### config.mk
export PLATFORM = sky130hd
export DESIGN_NAME = serial_subtractor
export DESIGN_NICKNAME = d
export VERILOG_FILES = /design/src/rtl/serial_subtractor_pkg.sv /design/src/rtl/serial_subtractor_full_sub_cell.sv /design/src/rtl/serial_subtractor.sv
export SDC_FILE = /design/constraint.sdc
export NUM_CORES = 1
export LEC_CHECK = 0
export BUFFER_PORTS_ARGS = -buffer_cell sky130_fd_sc_hd__buf_4
export CORE_MARGIN = 2
export CORE_UTILIZATION = 45
export DETAILED_ROUTE_END_ITERATION = 10
export PLACE_DENSITY = 0.67
export SKIP_LAST_GASP = 1
export SLEW_MARGIN = 40
export SYNTH_ARGS = -nofsm -noshare
export SYNTH_HDL_FRONTEND = slang
export SYNTH_HIERARCHICAL = 1
export SYNTH_SLANG_ARGS = --single-unit
### constraint.sdc
create_clock -name clk -period 2.1 [get_ports clk]
set_input_delay 0.42 -clock clk [delete_from_list [all_inputs] [get_ports clk]]
set_output_delay 0.42 -clock clk [all_outputs]
set_load 0.03 [all_outputs]
### src/rtl/serial_subtractor_pkg.sv
// Shared constants and FSM state type for the bit-serial subtractor.
package serial_subtractor_pkg;

  localparam int unsigned WIDTH_DEFAULT = 8;

  typedef enum logic [1:0] {
    IDLE = 2'd0,
    RUN  = 2'd1,
    DONE = 2'd2
  } state_t;

endpackage

### src/rtl/serial_subtractor_full_sub_cell.sv
// One-bit full subtractor built from the NOR-based gate library.
// The library primitives live here so the cell is self-contained.

module my_nor (
  output logic y,
  input  logic a,
  input  logic b
);
  assign y = ~(a | b);
endmodule

module my_or (
  output logic y,
  input  logic a,
  input  logic b
);
  logic n;
  my_nor u_n0 (.y(n), .a(a), .b(b));
  my_nor u_n1 (.y(y), .a(n), .b(n));
endmodule

module my_and (
  output logic y,
  input  logic a,
  input  logic b
);
  logic na, nb;
  my_nor u_na (.y(na), .a(a),  .b(a));
  my_nor u_nb (.y(nb), .a(b),  .b(b));
  my_nor u_o  (.y(y),  .a(na), .b(nb));
endmodule

module my_xor (
  output logic y,
  input  logic a,
  input  logic b
);
  logic n1, n2, n3, xn;
  // four NORs give XNOR, a fifth inverts it
  my_nor u_n1 (.y(n1), .a(a),  .b(b));
  my_nor u_n2 (.y(n2), .a(a),  .b(n1));
  my_nor u_n3 (.y(n3), .a(b),  .b(n1));
  my_nor u_n4 (.y(xn), .a(n2), .b(n3));
  my_nor u_n5 (.y(y),  .a(xn), .b(xn));
endmodule

module full_sub_cell (
  output logic d,
  output logic bo,
  input  logic a,
  input  logic b,
  input  logic bin
);
  logic axb, na, nxab, t_gen, t_prop;

  my_xor u_x0  (.y(axb),    .a(a),    .b(b));
  my_xor u_x1  (.y(d),      .a(axb),  .b(bin));
  my_nor u_na  (.y(na),     .a(a),    .b(a));
  my_nor u_nx  (.y(nxab),   .a(axb),  .b(axb));
  my_and u_gen (.y(t_gen),  .a(na),   .b(b));
  my_and u_prp (.y(t_prop), .a(nxab), .b(bin));
  my_or  u_bo  (.y(bo),     .a(t_gen), .b(t_prop));
endmodule

### src/rtl/serial_subtractor.sv
// Bit-serial two's-complement subtractor: diff = a - b, LSB first,
// one bit per clock through a single full-subtractor cell.
module serial_subtractor
  import serial_subtractor_pkg::*;
#(
  parameter int unsigned WIDTH = WIDTH_DEFAULT
) (
  input  logic             clk,
  input  logic             rst_n,
  input  logic             start,
  input  logic [WIDTH-1:0] a,
  input  logic [WIDTH-1:0] b,
  output logic             busy,
  output logic             done,
  output logic [WIDTH-1:0] diff,
  output logic             borrow_out,
  output logic             ovf
);

  localparam int unsigned CW = $clog2(WIDTH);

  state_t           state, state_nx;
  logic [CW-1:0]    cnt;
  logic [WIDTH-1:0] a_sr, b_sr;
  logic [WIDTH-2:0] res;
  logic [WIDTH-1:0] shifted;
  logic             borrow;
  logic             cell_d, cell_bo;
  logic             load, step, last;

  full_sub_cell u_cell (
    .d   (cell_d),
    .bo  (cell_bo),
    .a   (a_sr[0]),
    .b   (b_sr[0]),
    .bin (borrow)
  );

  // Result bits enter at the MSB; after WIDTH shifts the LSB lands at bit 0.
  assign shifted = {cell_d, res};

  assign busy = (state == RUN);
  assign done = (state == DONE);

  // State register
  always_ff @(posedge clk or negedge rst_n) begin
    if (!rst_n) state <= IDLE;
    else        state <= state_nx;
  end

  // Next-state and datapath control decode
  always_comb begin
    state_nx = state;
    load     = 1'b0;
    step     = 1'b0;
    last     = 1'b0;
    unique case (state)
      IDLE: begin
        if (start) begin
          load     = 1'b1;
          state_nx = RUN;
        end
      end
      RUN: begin
        step = 1'b1;
        if (cnt == CW'(WIDTH - 1)) begin
          last     = 1'b1;
          state_nx = DONE;
        end
      end
      DONE: begin
        if (start) begin
          load     = 1'b1;
          state_nx = RUN;
        end else begin
          state_nx = IDLE;
        end
      end
      default: state_nx = IDLE;
    endcase
  end

  // Operand shift registers, borrow flop, bit counter and partial result
  always_ff @(posedge clk or negedge rst_n) begin
    if (!rst_n) begin
      a_sr   <= '0;
      b_sr   <= '0;
      res    <= '0;
      borrow <= 1'b0;
      cnt    <= '0;
    end else if (load) begin
      a_sr   <= a;
      b_sr   <= b;
      res    <= '0;
      borrow <= 1'b0;
      cnt    <= '0;
    end else if (step) begin
      a_sr   <= {1'b0, a_sr[WIDTH-1:1]};
      b_sr   <= {1'b0, b_sr[WIDTH-1:1]};
      res    <= shifted[WIDTH-1:1];
      borrow <= cell_bo;
      cnt    <= cnt + CW'(1);
    end
  end

  // Output registers, updated together on the final bit
  always_ff @(posedge clk or negedge rst_n) begin
    if (!rst_n) begin
      diff       <= '0;
      borrow_out <= 1'b0;
      ovf        <= 1'b0;
    end else if (last) begin
      diff       <= shifted;
      borrow_out <= cell_bo;
      // on the MSB cycle the borrow flop still holds the borrow into the MSB
      ovf        <= borrow ^ cell_bo;
    end
  end

endmodule

# After elaboration in Yosys (flattened, before gate mapping)

Index checks and enable logic that the tools add are counted.

$add $sub $neg: 1
Equality and inequality tests: 5
Multiplexer cells: 19
Bitwise operators: 22
Reduce and logical (&&, ||, !) cells: 4

Operators with widths:

| operator              | number |
|---|---|
| $mux W8               | 4 |
| $mux W7               | 2 |
| $or A1 B1 Y1          | 11 |
| $not A1 Y1            | 10 |
| $mux W1               | 8 |
| $mux W3               | 2 |
| $pmux W2 S3           | 1 |
| $mux W2               | 2 |
| $add A3 B1 Y3 const B | 1 |
| $eq A3 B3 Y1 const B  | 1 |
| $eq A2 B1 Y1 const B  | 1 |
| $eq A2 B2 Y1 const B  | 1 |
| $logic_not A2 Y1      | 1 |
| $ne A2 B1 Y1 const B  | 1 |
| $ne A2 B2 Y1 const B  | 1 |
| $reduce_and A2 Y1     | 1 |
| $reduce_bool A2 Y1    | 1 |
| $reduce_or A2 Y1      | 1 |
| $xor A1 B1 Y1         | 1 |

Bits in registers: 39
Input bits: 19
Output and inout port bits: 12
Word-level logic and storage cells: 60

# Logic depth before layout (Yosys ltp)

Depth after elaboration: 12
Mapped depth: 11
Depth with buffers taken out: 11

# By module

Netlist, hierarchy kept.

By module, submodules not included:

| module            | times used | cells an instance | area an instance (um^2) | sequential area each (um^2) |
|---|---|---|---|---|
| serial_subtractor | 1          | 140               | 1,938.1                 | 975.9 |
| my_nor            | 20         | 1                 | 3.8                     | 0.0 |

# Worst setup path before layout

No wires, ideal clock.

Path type: reg2reg
Start: register b_sr[0]
End: register borrow
Setup time: 121 ps
Arrival: 1,644 ps
Data required time: 1,979 ps
Path slack: 335 ps
Stages on the path, launching flop included: 12
Path buffers: 0
Clock period less this slack: 1,765 ps
Cells stage by stage: dfrtp_1 -> nor2_1 -> nor2_1 -> nor2_1 -> nor2_1 -> nor2_1 -> nor2_1 -> nor2_1 -> nor2_1 -> nor2_1 -> mux2_1 -> a22o_1

Longest elaborated chain between the ends: 10
Elaborated cells on any way between the ends: 15
Those cells by class: mux: 2; bitwise: 13

RTL lines:

| element                  | RTL line                              | source |
|---|---|---|
| start, declared          | serial_subtractor.sv:24               | `logic [WIDTH-1:0] a_sr, b_sr;` |
| start signal, assigned   | serial_subtractor.sv:99               | `b_sr <= {1'b0, b_sr[WIDTH-1:1]};` |
| $or A1 B1 Y1             | serial_subtractor_full_sub_cell.sv:9  | `assign y = ~(a \| b);` |
| $not A1 Y1               | serial_subtractor_full_sub_cell.sv:9  |  |
| named net u_cell.u_x0.n1 | serial_subtractor_full_sub_cell.sv:38 | `logic n1, n2, n3, xn;` |
| $or A1 B1 Y1             | serial_subtractor_full_sub_cell.sv:9  |  |
| $not A1 Y1               | serial_subtractor_full_sub_cell.sv:9  |  |
| named net u_cell.u_x0.n3 | serial_subtractor_full_sub_cell.sv:38 |  |
| $or A1 B1 Y1             | serial_subtractor_full_sub_cell.sv:9  |  |
| named net u_cell.axb     | serial_subtractor_full_sub_cell.sv:54 | `logic axb, na, nxab, t_gen, t_prop;` |
| $or A1 B1 Y1             | serial_subtractor_full_sub_cell.sv:9  |  |
| $not A1 Y1               | serial_subtractor_full_sub_cell.sv:9  |  |
| named net u_cell.t_prop  | serial_subtractor_full_sub_cell.sv:54 |  |
| $or A1 B1 Y1             | serial_subtractor_full_sub_cell.sv:9  |  |
| named net cell_bo        | serial_subtractor.sv:28               | `logic cell_d, cell_bo;` |
| $mux W1                  | serial_subtractor.sv:97               | `end else if (step) begin` |
| $mux W1                  | serial_subtractor.sv:91               | `end else if (load) begin` |
| end signal, assigned     | serial_subtractor.sv:101              | `borrow <= cell_bo;` |
| end, declared            | serial_subtractor.sv:27               | `logic borrow;` |

The timed path passes the listed nets, and every way through them passes these cells. The select of a mux whose other input is x is not followed.
A chain may end at the register's enable or synchronous reset.

# Final worst setup path

Same ends and word-level chain as after synthesis.

==> impl_metrics.toml <==
[power]
ir_drop_mv = 0.5322
power_mw = 3.293
p_per_area_mw_per_mm2 = 1409
p_leak_nw = 1.194

[timing]
tns_ps = 0
hold_viol = 0
skew_ps = 3.233
worst_slew_pin_slew_ps = 719.9
timing.fmax_mhz = 531.8
max_slew_margin = 0.5183
worst_slack_ps = 219.7
slew_violations = 0
rsz0062_at_grt = "false"
finalCritPeriodShare = 0.8954
min_period_ps = 1880
setup_violations = 0

[logic_synthesis]
synthSimpleGateAreaFrac = 0.06215
ys_seq_area_frac = 0.4848
synth_area_leaders = "dfrtp_1 (48%), mux2i_1 (22%), mux2_1 (10%)"
synth_cells = 160
synth.distinct_cells = 18
yosysWarnings = 6
muxShareOfSynthArea = 0.3362
synth_xor_area_frac = 0.008701
syn_nets = 181
synth_top_family_by_area = "multiplexers"
syn_area_per_cell_um2 = 12.58
yosys.area_share.adder = 0.01243
synth-compound-area-share = 0.05283
synth.top_cell.area_share = 0.4848
syn_area_mm2 = 0.002013
ys_seq_elements = 39
synth_top_area_cell = "dfrtp_1"

[cells_and_area]
diodes = 0
nFillCells = 394
syn2layout_area_growth_pct = 16.10
final_cell_count_no_fill = 243
drive_gt1_frac = 0.2408
nets = 211

[critical_path]
critPathArrivalTime_ps = 2060
critPathMaxFanout = 6
cp_top_family = "simple AND/OR/NAND/NOR gates"
path_cells = "nor2_1 > nor2_1 > nor2_1 > nor2_2 > nor2_1 > nor2_1 > nor2_1 > nor2_1 > nor2_2 > mux2_1 > a22o_1"
rrSetupSlack_ps = 220
cpMostUsedCell = "nor2_1"
critical_path_class = "reg -> reg"
critPathBufInv = 0
cpPeakStageDelay_ps = 420
cp.required_ps = 2280
setup.worst_path.end_class = "register"
crit_path_start_kind = "register"
slowest_stage = "dfrtp_1"

[hold_path]
min_path_type = "in -> async"

[die]
num_rows = 24
die_area_mm2 = 0.005025
io_pins = 31
core_area_mm2 = 0.004324
die_w_um = 70.89
initial_core_util = 0.4656
fp.dieH_um = 70.89

[cts]
clockBufferDepth = 2
cts-hold-fix-buffers = 0
numCtsBuffers = 5
cts_tree = "yes"
post-cts-setup-buffers = 0
htreeDepth = 2
cts_resized = 0
clockRootBuffer = "clkbuf_8"
clkTransAtPathRegs_ps = 70
clock_latency_ps = 290
clkSinkCount = 39

[drt]
drt_iter0_drc = 52
viasPerCell = 5.288
dr.pass1.iters = 4
vias = 1285
drc = 0
drt-total-wl_um = 3559
wl_per_cell_um = 14.65
postRouteAntennaNets = 0

[placed_design]
placedCellCount = 235
numPortBuffers = 30
gp_congestion = 0.7349
dp_hpwl_um = 2464
place_ws_ps = 208.7

[global_routing]
grt_pass1_vias = 1383
grt_pass1_wl_um = 6403
antenna_found_initial = 0
grtUsageTotal = 0.1605
grt_start_max_net_pins = 40
overflow = 0

[status]
status = "complete, no violations"

[run]
cap_violations = 0
## logic make-up (layout without fill, tap and decap cells)
kind of cell | after synthesis | after routing
flops | 39 | 39
xor+xnor | 2 | 2
simple gates | 27 | 27
fa+ha+maj | 2 | 2
buf+inv | 12 | 43
compound gates | 13 | 13
mux | 65 | 65
## cell usage after synthesis
cell type,number
xor2_1,1
nor2_1,22
buf_4,4
buf_6,3
a22o_1,11
nor2b_1,2
buf_2,3
nand3_1,2
clkbuf_1,1
mux2_2,3
mux2_1,18
nand3b_4,1
ha_1,2
mux2i_1,44
dfrtp_1,39
xnor2_1,1
o21ai_1,2
inv_1,1
## per-layer routing
layer | share of wire | GRT usage
met4 | 0.0076 | 0.05031
met5 | 0 | 0
met1 | 0.45 | 0.2024
met2 | 0.50 | 0.2658
met3 | 0.043 | 0.04843
## sequential cells by signal, summed over array words and instances (netlist names)
name,count
ovf,1
cnt,3
state,2
res,7
b_sr,8
borrow,1
a_sr,8
diff,8
borrow_out,1
## report_power, final
part / switching, mW / internal (mW)
combinational: 0.764 / 0.738
sequential: 0.254 / 1.06
clock: 0.246 / 0.233
total: 1.26 / 2.03
## path summary, 6_finish.rpt
check,from,end,cells after the start
min in group clk,b[1],b_sr[1],3
worst max register to register,b_sr[0],borrow,11
worst min register to register,diff[2],diff[2],1
worst min-delay path,rst_n,diff[7],1
worst max-delay path,b_sr[0],borrow,11
max in group asynchronous,rst_n,a_sr[0],1
## stage by stage
step / hold slack [ps] / cell area, um2 / util
3_3_place_gp: 417.9 / 2251 / 0.5205
5_1_grt: 134.8 / 2337 / 0.5405
3_5_place_dp: 424.6 / 2251 / 0.5205
4_1_cts: 110.8 / 2332 / 0.5394
2_1_floorplan: 124.4 / 2013 / -
6_report: 96.84 / 2337 / 0.5405
## layout by cell type (no fill, tap or decap)
cell	n
clkbuf_1	2
o21ai_1	2
nand3b_4	1
inv_1	1
nand3_1	2
a22o_1	11
ha_1	2
mux2_1	18
mux2i_1	44
xnor2_1	1
xor2_1	1
clkinv_2	1
clkbuf_8	5
dfrtp_1	39
nor2_2	2
mux2_2	3
nor2_1	20
buf_4	34
nor2b_1	2
## area by class of cell
| type | instances | area, um2 | share of cell area |
|---|---|---|---|
| Tap cell | 52 | 65.06 | 0.02784 |
| Sequential cell | 39 | 975.9 | 0.4176 |
| Timing Repair Buffer | 34 | 255.2 | 0.1092 |
| Multi-Input combinational cell | 109 | 955.9 | 0.4090 |
| Clock buffer | 7 | 76.32 | 0.03266 |
| Clock inverter | 1 | 5.005 | 0.002141 |
| Inverter | 1 | 3.754 | 0.001606 |
Note: power is estimated with default switching activity, not from simulation.
